File: src/rtl/tile_sched_ctrl.sv
// Tile scheduler: walks an image as overlapping tiles, feeds DMA requests and buffer writes,
// and sequences window sweeps. Define TILE_PINGPONG_EN for two alternating tile buffers.
module tile_sched_ctrl #(
    parameter int IMG_W    = 58,
    parameter int IMG_H    = 58,
    parameter int TILE_W   = 16,
    parameter int TILE_H   = 16,
    parameter int WIN_SIZE = 3
) (
    input  logic                     clk,
    input  logic                     rst_n,
    input  logic                     start,
    input  logic                     abort,
    output logic                     busy,
    output logic                     done,
    output logic                     ld_req_valid,
    input  logic                     ld_req_ready,
    output logic [$clog2(IMG_W)-1:0] ld_org_x,
    output logic [$clog2(IMG_H)-1:0] ld_org_y,
    input  logic                     pix_valid,
    output logic                     buf_wr_valid,
    output logic                     buf_wr_sel,
    output logic                     sw_start,
    output logic                     sw_sel,
    input  logic                     win_valid,
    output logic                     err
);

    localparam int SX   = TILE_W - WIN_SIZE + 1;
    localparam int SY   = TILE_H - WIN_SIZE + 1;
    localparam int NTX  = (IMG_W - TILE_W) / SX + 1;
    localparam int NTY  = (IMG_H - TILE_H) / SY + 1;
    localparam int NT   = NTX * NTY;
    localparam int NWIN = SX * SY;
    localparam int NPIX = TILE_W * TILE_H;

    localparam int XW  = $clog2(IMG_W);
    localparam int YW  = $clog2(IMG_H);
    localparam int BW  = $clog2(NPIX);
    localparam int WW  = $clog2(NWIN);
    localparam int TXW = $clog2(NTX + 1);
    localparam int TYW = $clog2(NTY + 1);
    localparam int TW  = $clog2(NT + 1);

    localparam logic [BW-1:0]  BEAT_LAST = BW'(NPIX - 1);
    localparam logic [WW-1:0]  WIN_LAST  = WW'(NWIN - 1);
    localparam logic [TXW-1:0] TX_LAST   = TXW'(NTX - 1);
    localparam logic [TYW-1:0] TY_LAST   = TYW'(NTY - 1);
    localparam logic [TW-1:0]  T_LAST    = TW'(NT - 1);

`ifdef TILE_PINGPONG_EN
    localparam logic PINGPONG = 1'b1;
`else
    localparam logic PINGPONG = 1'b0;
`endif

    localparam logic [1:0] L_IDLE = 2'd0;
    localparam logic [1:0] L_REQ  = 2'd1;
    localparam logic [1:0] L_FILL = 2'd2;
    localparam logic [1:0] L_WAIT = 2'd3;
    localparam logic       S_IDLE = 1'b0;
    localparam logic       S_RUN  = 1'b1;

    logic [1:0]     ld_state_q, ld_state_d;
    logic           sw_state_q, sw_state_d;
    logic           busy_q, busy_d;
    logic           done_q, done_d;
    logic           err_q, err_d;
    logic [1:0]     full_q, full_d;
    logic           load_sel_q, load_sel_d;
    logic           sw_sel_q, sw_sel_d;
    logic [BW-1:0]  beat_q, beat_d;
    logic [WW-1:0]  win_q, win_d;
    logic [TXW-1:0] tx_q, tx_d;
    logic [TYW-1:0] ty_q, ty_d;
    logic [XW-1:0]  org_x_q, org_x_d;
    logic [YW-1:0]  org_y_q, org_y_d;
    logic [TW-1:0]  sw_tile_q, sw_tile_d;

    logic start_acc, sw_kick, sw_last, next_sel, fill_free, wait_free;

    assign start_acc = start && !busy_q;
    assign sw_kick   = (sw_state_q == S_IDLE) && full_q[sw_sel_q];
    assign sw_last   = (sw_state_q == S_RUN) && win_valid && (win_q == WIN_LAST);
    assign next_sel  = PINGPONG ? ~load_sel_q : 1'b0;

    // A buffer freed by a sweep finishing this cycle counts as free right away.
    assign fill_free = PINGPONG &&
                       (!full_q[next_sel] || (sw_last && (sw_sel_q == next_sel)));
    assign wait_free = !full_q[load_sel_q] || (sw_last && (sw_sel_q == load_sel_q));

    always_comb begin
        ld_state_d = ld_state_q;
        sw_state_d = sw_state_q;
        busy_d     = busy_q;
        done_d     = 1'b0;
        err_d      = err_q | (pix_valid && (ld_state_q != L_FILL))
                           | (win_valid && (sw_state_q != S_RUN));
        full_d     = full_q;
        load_sel_d = load_sel_q;
        sw_sel_d   = sw_sel_q;
        beat_d     = beat_q;
        win_d      = win_q;
        tx_d       = tx_q;
        ty_d       = ty_q;
        org_x_d    = org_x_q;
        org_y_d    = org_y_q;
        sw_tile_d  = sw_tile_q;

        // Clear before set: a fill and a sweep may complete in the same cycle.
        if (sw_last) full_d[sw_sel_q] = 1'b0;
        if (ld_state_q == L_FILL && pix_valid && beat_q == BEAT_LAST) full_d[load_sel_q] = 1'b1;

        case (ld_state_q)
            L_IDLE: begin
                if (start_acc) begin
                    ld_state_d = L_REQ;
                    busy_d     = 1'b1;
                    err_d      = 1'b0;
                end
            end
            L_REQ: begin
                if (ld_req_ready) begin
                    ld_state_d = L_FILL;
                    beat_d     = '0;
                end
            end
            L_FILL: begin
                if (pix_valid) begin
                    beat_d = beat_q + BW'(1);
                    if (beat_q == BEAT_LAST) begin
                        beat_d     = '0;
                        load_sel_d = next_sel;
                        if (tx_q == TX_LAST && ty_q == TY_LAST) begin
                            tx_d       = '0;
                            ty_d       = '0;
                            org_x_d    = '0;
                            org_y_d    = '0;
                            ld_state_d = L_IDLE;
                        end else begin
                            if (tx_q == TX_LAST) begin
                                tx_d    = '0;
                                org_x_d = '0;
                                ty_d    = ty_q + TYW'(1);
                                org_y_d = org_y_q + YW'(SY);
                            end else begin
                                tx_d    = tx_q + TXW'(1);
                                org_x_d = org_x_q + XW'(SX);
                            end
                            ld_state_d = fill_free ? L_REQ : L_WAIT;
                        end
                    end
                end
            end
            L_WAIT: begin
                if (wait_free) ld_state_d = L_REQ;
            end
            default: ld_state_d = L_IDLE;
        endcase

        if (sw_state_q == S_IDLE) begin
            if (sw_kick) begin
                sw_state_d = S_RUN;
                win_d      = '0;
            end
        end else if (win_valid) begin
            win_d = win_q + WW'(1);
            if (win_q == WIN_LAST) begin
                win_d      = '0;
                sw_state_d = S_IDLE;
                sw_sel_d   = PINGPONG ? ~sw_sel_q : 1'b0;
                if (sw_tile_q == T_LAST) begin
                    sw_tile_d = '0;
                    done_d    = 1'b1;
                    busy_d    = 1'b0;
                end else begin
                    sw_tile_d = sw_tile_q + TW'(1);
                end
            end
        end

        if (abort) begin
            ld_state_d = L_IDLE;
            sw_state_d = S_IDLE;
            busy_d     = 1'b0;
            done_d     = 1'b0;
            err_d      = 1'b0;
            full_d     = '0;
            load_sel_d = 1'b0;
            sw_sel_d   = 1'b0;
            beat_d     = '0;
            win_d      = '0;
            tx_d       = '0;
            ty_d       = '0;
            org_x_d    = '0;
            org_y_d    = '0;
            sw_tile_d  = '0;
        end
    end

    always_ff @(posedge clk or negedge rst_n) begin
        if (!rst_n) begin
            ld_state_q <= L_IDLE;
            sw_state_q <= S_IDLE;
            busy_q     <= 1'b0;
            done_q     <= 1'b0;
            err_q      <= 1'b0;
            full_q     <= '0;
            load_sel_q <= 1'b0;
            sw_sel_q   <= 1'b0;
            beat_q     <= '0;
            win_q      <= '0;
            tx_q       <= '0;
            ty_q       <= '0;
            org_x_q    <= '0;
            org_y_q    <= '0;
            sw_tile_q  <= '0;
        end else begin
            ld_state_q <= ld_state_d;
            sw_state_q <= sw_state_d;
            busy_q     <= busy_d;
            done_q     <= done_d;
            err_q      <= err_d;
            full_q     <= full_d;
            load_sel_q <= load_sel_d;
            sw_sel_q   <= sw_sel_d;
            beat_q     <= beat_d;
            win_q      <= win_d;
            tx_q       <= tx_d;
            ty_q       <= ty_d;
            org_x_q    <= org_x_d;
            org_y_q    <= org_y_d;
            sw_tile_q  <= sw_tile_d;
        end
    end

    assign busy         = busy_q;
    assign done         = done_q;
    assign err          = err_q;
    assign ld_req_valid = (ld_state_q == L_REQ);
    assign ld_org_x     = org_x_q;
    assign ld_org_y     = org_y_q;
    assign buf_wr_valid = (ld_state_q == L_FILL) && pix_valid;
    assign buf_wr_sel   = load_sel_q;
    assign sw_start     = sw_kick;
    assign sw_sel       = sw_sel_q;

endmodule

File: config.mk
export PLATFORM = sky130hd
export DESIGN_NAME = tile_sched_ctrl
export DESIGN_NICKNAME = d
export VERILOG_FILES = /design/src/rtl/tile_sched_ctrl.sv
export SDC_FILE = /design/constraint.sdc
export NUM_CORES = 1
export LEC_CHECK = 0
export ABC_AREA = 1
export BUFFER_PORTS_ARGS = -buffer_cell sky130_fd_sc_hd__buf_2
export CORE_MARGIN = 5
export CORE_UTILIZATION = 25
export DETAILED_ROUTE_END_ITERATION = 8
export PLACE_DENSITY = 0.41
export SYNTH_ARGS = -nofsm -noshare
export SYNTH_HDL_FRONTEND = slang
export SYNTH_SLANG_ARGS = --single-unit
File: constraint.sdc
create_clock -name clk -period 3.5 [get_ports clk]
set_clock_uncertainty 0.1 [all_clocks]
set_input_delay 0.175 -clock clk [delete_from_list [all_inputs] [get_ports clk]]
set_output_delay 0.175 -clock clk [all_outputs]
set_load 0.05 [all_outputs]
* Word level (Yosys, flattened, before mapping)
Cells that the tools add are included.
Word-level totals: bits in registers 49, latch bits 0, memory bits (writable) 0, memory bits (read-only) 0, input bits 7, output and inout port bits 20, word-level logic and storage cells 165, memories kept 0
Operators by class: $add $sub $neg 7, multiply operators 0, div/mod/pow operators 0, magnitude comparators 4, eq/ne operators 16, shift-type cells 0, mux-type cells 86, bitwise operators 6, reduce and logical (&&, ||, !) cells 31
Operators with widths (number):
- 6-bit two-way mux | 12
- 8-bit two-way mux | 9
- 3-bit two-way mux | 12
- 1-bit two-way mux | 34
- 5-bit two-way mux | 5
- 2-bit two-way mux | 10
- 8-bit by 1-bit adder with 8-bit output, second input constant | 2
- 8-bit == test, second input constant | 2
- 8-bit one-hot mux with 2 select lines | 1
- 3-bit inequality test, second input constant | 5
- 6-bit by 4-bit adder with 6-bit output, second input constant | 2
- 1-bit logical AND | 12
- 2-bit nonzero test | 6
- 3-bit AND reduction | 3
- 3-bit nonzero test | 3
- 2-bit one-hot mux with 4 select lines | 1
- 3-bit by 1-bit adder with 3-bit output, second input constant | 2
- 3-bit by 2-bit == test with 1-bit output, second input constant | 2
- 5-bit by 1-bit adder with 5-bit output, second input constant | 1
- 5-bit by 4-bit == test with 1-bit output, second input constant | 1
- 5-bit AND reduction | 1
- 2-bit == test, second input constant | 2
- 1-bit by 2-bit less-than comparator with 1-bit output, second input constant | 2
- 4-bit AND reduction | 1
- 15 further kinds | 19

* Longest topological paths before layout
depth in word-level cells 10, depth in mapped cells 12, depth with buffers taken out 12

* Worst setup path after synthesis
No wires, ideal clock.
path type flip-flop to flip-flop, from reg ld_state_q[1], to reg beat_q[4], library setup time 0.120 ns, data arrival time 1.685 ns, required time 3.280 ns, path slack 1.595 ns, cell stages (with the launch flop) 10, buffers on the path 0, clock period less this slack 1.905 ns, path through dfrtp_1 inv_1 ha_1 nand2_1 nand3_1 nand2_2 nor3_1 nand3_1 nand2_1 a21oi_1
Between the ends: longest elaborated chain between the ends 3, elaborated cells between the ends (all ways) 8, those cells by class 4 x eq/ne; 2 x mux; 2 x reduce/logical
Ends and longest elaborated chain:
- from (decl) | line 64 | logic [1:0] ld_state_q, ld_state_d;
- from (signal assigned) | line 219 | ld_state_q <= ld_state_d;
- 2-bit by 1-bit == test with 1-bit output *
- net ld_req_valid | line 16 | output logic ld_req_valid,
- 3-bit by 2-bit inequality test with 1-bit output (no line) (tied with other cells)
- 3-bit AND reduction (no line) or 8-bit two-way mux (tied branches)
- to (signal assigned) | line 227 | beat_q <= beat_d;
- to (decl) | line 72 | logic [BW-1:0] beat_q, beat_d;
The timed path passes the listed nets; every way through them passes the cells marked *. A chain may end at the register's enable or synchronous reset.

* Worst setup path in the final report
from reg ld_state_q[0], to out buf_wr_valid
Between the ends: longest elaborated chain between the ends 2
Ends and longest elaborated chain:
- 2-bit == test | line 243 | assign buf_wr_valid = (ld_state_q == L_FILL) && pix_valid;
- 1-bit logical AND | line 243
- to (decl) | line 21 | output logic buf_wr_valid,
Every way passes these cells.

==> summary.md <==
| Metric | Value |
|---|---|
| Final hold vios | 0 |
| Post-DP HPWL | 4021 microns |
| Layout cells sized above 1 | 0.1370 |
| Non-filler cells, final | 476 |
| Initial Util | 0.2565 |
| Worst Hold Path EP | err |
| Reg area | 1101 sq um |
| Post-Syn Area | 2507 sq um |
| Synth area leader | dfrtp_1 |
| Reg2reg path depth | 10 |
| Max cap viols | 0 |
| Routed wire length | 5435 microns |
| GRT Total Usage | 0.09789 |
| R2R Setup Slk | 1.63 ns |
| RD Place Congestion | 0.8088 |
| I/O pins | 27 |
| Synth Area per Inst | 7.960 sq um |
| IO Port Bufs | 22 |
| Leading post-synthesis cells by cell area | dfrtp_1 (44%), nand2_1 (10%), inv_1 (6.9%) |
| Library cells used by synthesis | 34 |
| Endpoint type of the worst setup path | output port |
| Mapped Cells | 315 |
| Initial DRC count | 85 |
| P per Cell Area | 484.9 nW/um^2 |
| Slew Viols, Final | 0 |
| Max VDD drop | 0.3259 mV |
| Ratio of final minimum period to clock period | 0.5407 |
| FMAX | 528.4 MHz |
| WS Path Type | flop to output port |
| CTS Buffer Depth | 2 |
| Critical Path Start Type | flop |
| Die area | 12130 sq um |
| Row cnt | 36 |
| Vias in the first global route | 1931 |
| Fin util | 0.2915 |
| Sequential element share of the synthesized area | 0.4391 |
| Final worst slack | 1.607 ns |
| Pin slew with the least headroom to its limit | 0.8757 ns |
| Synth top area share | 0.4391 |
| RSZ-0062 raised after global routing | false |
| Worst-Skew Late Latency | 0.31 ns |
| Drt pass-1 iters | 4 |
| Status | finished, final reports clean |
| Area of the multi-input gates | 1171 sq um |
| Worst Path Arrival | 1.62 ns |
| Setup WS pre-CTS | 1.647 ns |
| Cts repair resizes | 0 |
| Ys Warns | 0 |
| P_leak | 1.439 nW |
| Die X | 110.1 microns |
| DRC viols | 0 |
| DRT antenna net count | 0 |
| Clock sink count | 44 |
| WP data required | 3.22 ns |
| Cts bufs inserted | 5 |
| Worst rel slew slack | 0.4162 |
| Cells on Worst Hold Path | 4 |
| HP Class | input port to flop |
| Routed len/inst | 11.42 microns |
| Root Buffer | clkbuf_8 |
| Largest net degree at the start of global routing | 36 |
| Grt total ovfl | 0 |
| Placed cells | 467 |
| Die H | 110.1 microns |
| Final nets | 360 |
| # fillers | 1060 |
| Worst r2r src | ld_state_q[0] |
| Crit-path max FO | 5 |
| Synth-to-Final Area Change | 13.62% |
| Antenna cells | 0 |
| Final Critical Period | 1.893 ns |
| Commonest cells after routing, fill and taps aside | nand2_1 (68), inv_1 (46), dfrtp_1 (44) |
| Worst-path clk slew | 0.10 ns |
| Yosys reg bits | 44 |
| TNS Setup | 0 ns |
| First-pass GRT wire length | 9273 microns |
| CTS tree | yes |
| Core Region | 9774 sq um |
| Setup-failing EPs final | 0 |
| Most common cell after layout, fill and taps aside | nand2_1 |
| H-tree depth | 2 |
| Hold Path Origin | start |
| Worst flop-to-flop path endpoint | beat_q[4] |
| Hold slack | 0.1079 ns |
| Initial antenna violation count | 0 |
| DR vias | 1990 |
| Mean number of vias per cell | 4.181 |
==> registers in the layout, summed over array words and instances, names as in the netlist, 2 cells and up <==
name,count
ld_org_x,5
tx_q,3
beat_q,8
sw_tile_q,5
ty_q,3
ld_state_q,2
win_q,8
ld_org_y,5
==> worst max-delay path by stage <==
stage,start,depth (start not counted),endpoint,slack [ns]
floorplan,ld_state_q[1],9,beat_q[4],1.59
global placement,tx_q[0],6,ld_org_x[1],1.69
detailed placement,ld_state_q[0],10,beat_q[2],1.65
CTS,ld_state_q[0],5,buf_wr_valid,1.58
global route,ld_state_q[0],10,beat_q[4],1.41
finish,ld_state_q[0],5,buf_wr_valid,1.61
==> synth_stat cells, drive strengths merged <==
master	count
nand3	32
o211a	1
nor3b	1
o22ai	2
o211ai	1
and3	1
o31ai	1
nand2	73
ha	11
a21o	1
nor2	31
a21oi	8
a221oi	1
inv	49
a211oi	1
o21ai	24
buf	7
or2	1
xor2	7
nand4	4
xnor2	2
conb	1
nor3	11
dfrtp	44
==> logic make-up (layout without fill, tap and decap cells) <==
logic type      after synthesis  after routing  share of synthesized area
compound gates               40             40                    0.09282
xor+xnor                      9              9                    0.03144
fa+ha+maj                    11             11                    0.05489
buf+inv                      56             81                    0.09830
flops                        44             44                     0.4391
other cells                   1              4                   0.001496
simple gates                154            154                     0.2819
==> metal layers <==
| layer | track usage | up-vias | routed length (microns) |
|---|---|---|---|
| li1 | - | 1055 | - |
| met5 | 0 | - | 0 |
| met2 | 0.1534 | 23 | 2485 |
| met3 | 0.02097 | 6 | 140 |
| met4 | 0.03342 | 0 | 90 |
| met1 | 0.1338 | 906 | 2719 |
==> where the power goes <==
group	internal (mW)	leakage [nW]	switching, mW
clock	0.146	0.0452	0.209
sequential	0.551	0.604	0.0354
combinational	0.121	0.790	0.319
==> cell type report <==
cell class / count / area share
Multi-Input combinational cell: 218 / 0.4111
Sequential cell: 44 / 0.3865
Inverter: 49 / 0.06632
Tap cell: 133 / 0.05841
Timing Repair Buffer: 24 / 0.04480
Clock buffer: 5 / 0.02415
Clock inverter: 3 / 0.008783
==> timing repair <==
item	in CTS	in global routing
hold buffers	1	0
buffers inserted	0	0
hold endpoints to repair	34	0
==> critical path, cell delays in order, from the launching register on <==
cell and delay, ns:
dfrtp_1 0.42, inv_1 0.09, ha_1 0.25, nand2_1 0.14, inv_1 0.13, buf_2 0.27
==> through the flow <==
stage | power (mW) | cell area (sq um)
after detailed placement | 1.041 | 2745
after CTS | 1.403 | 2849
after floorplan | 0.9386 | 2519
after global routing | 1.478 | 2849
after global placement | 1.039 | 2745
final | 1.382 | 2849
Note: power is estimated with default switching activity, not from simulation.
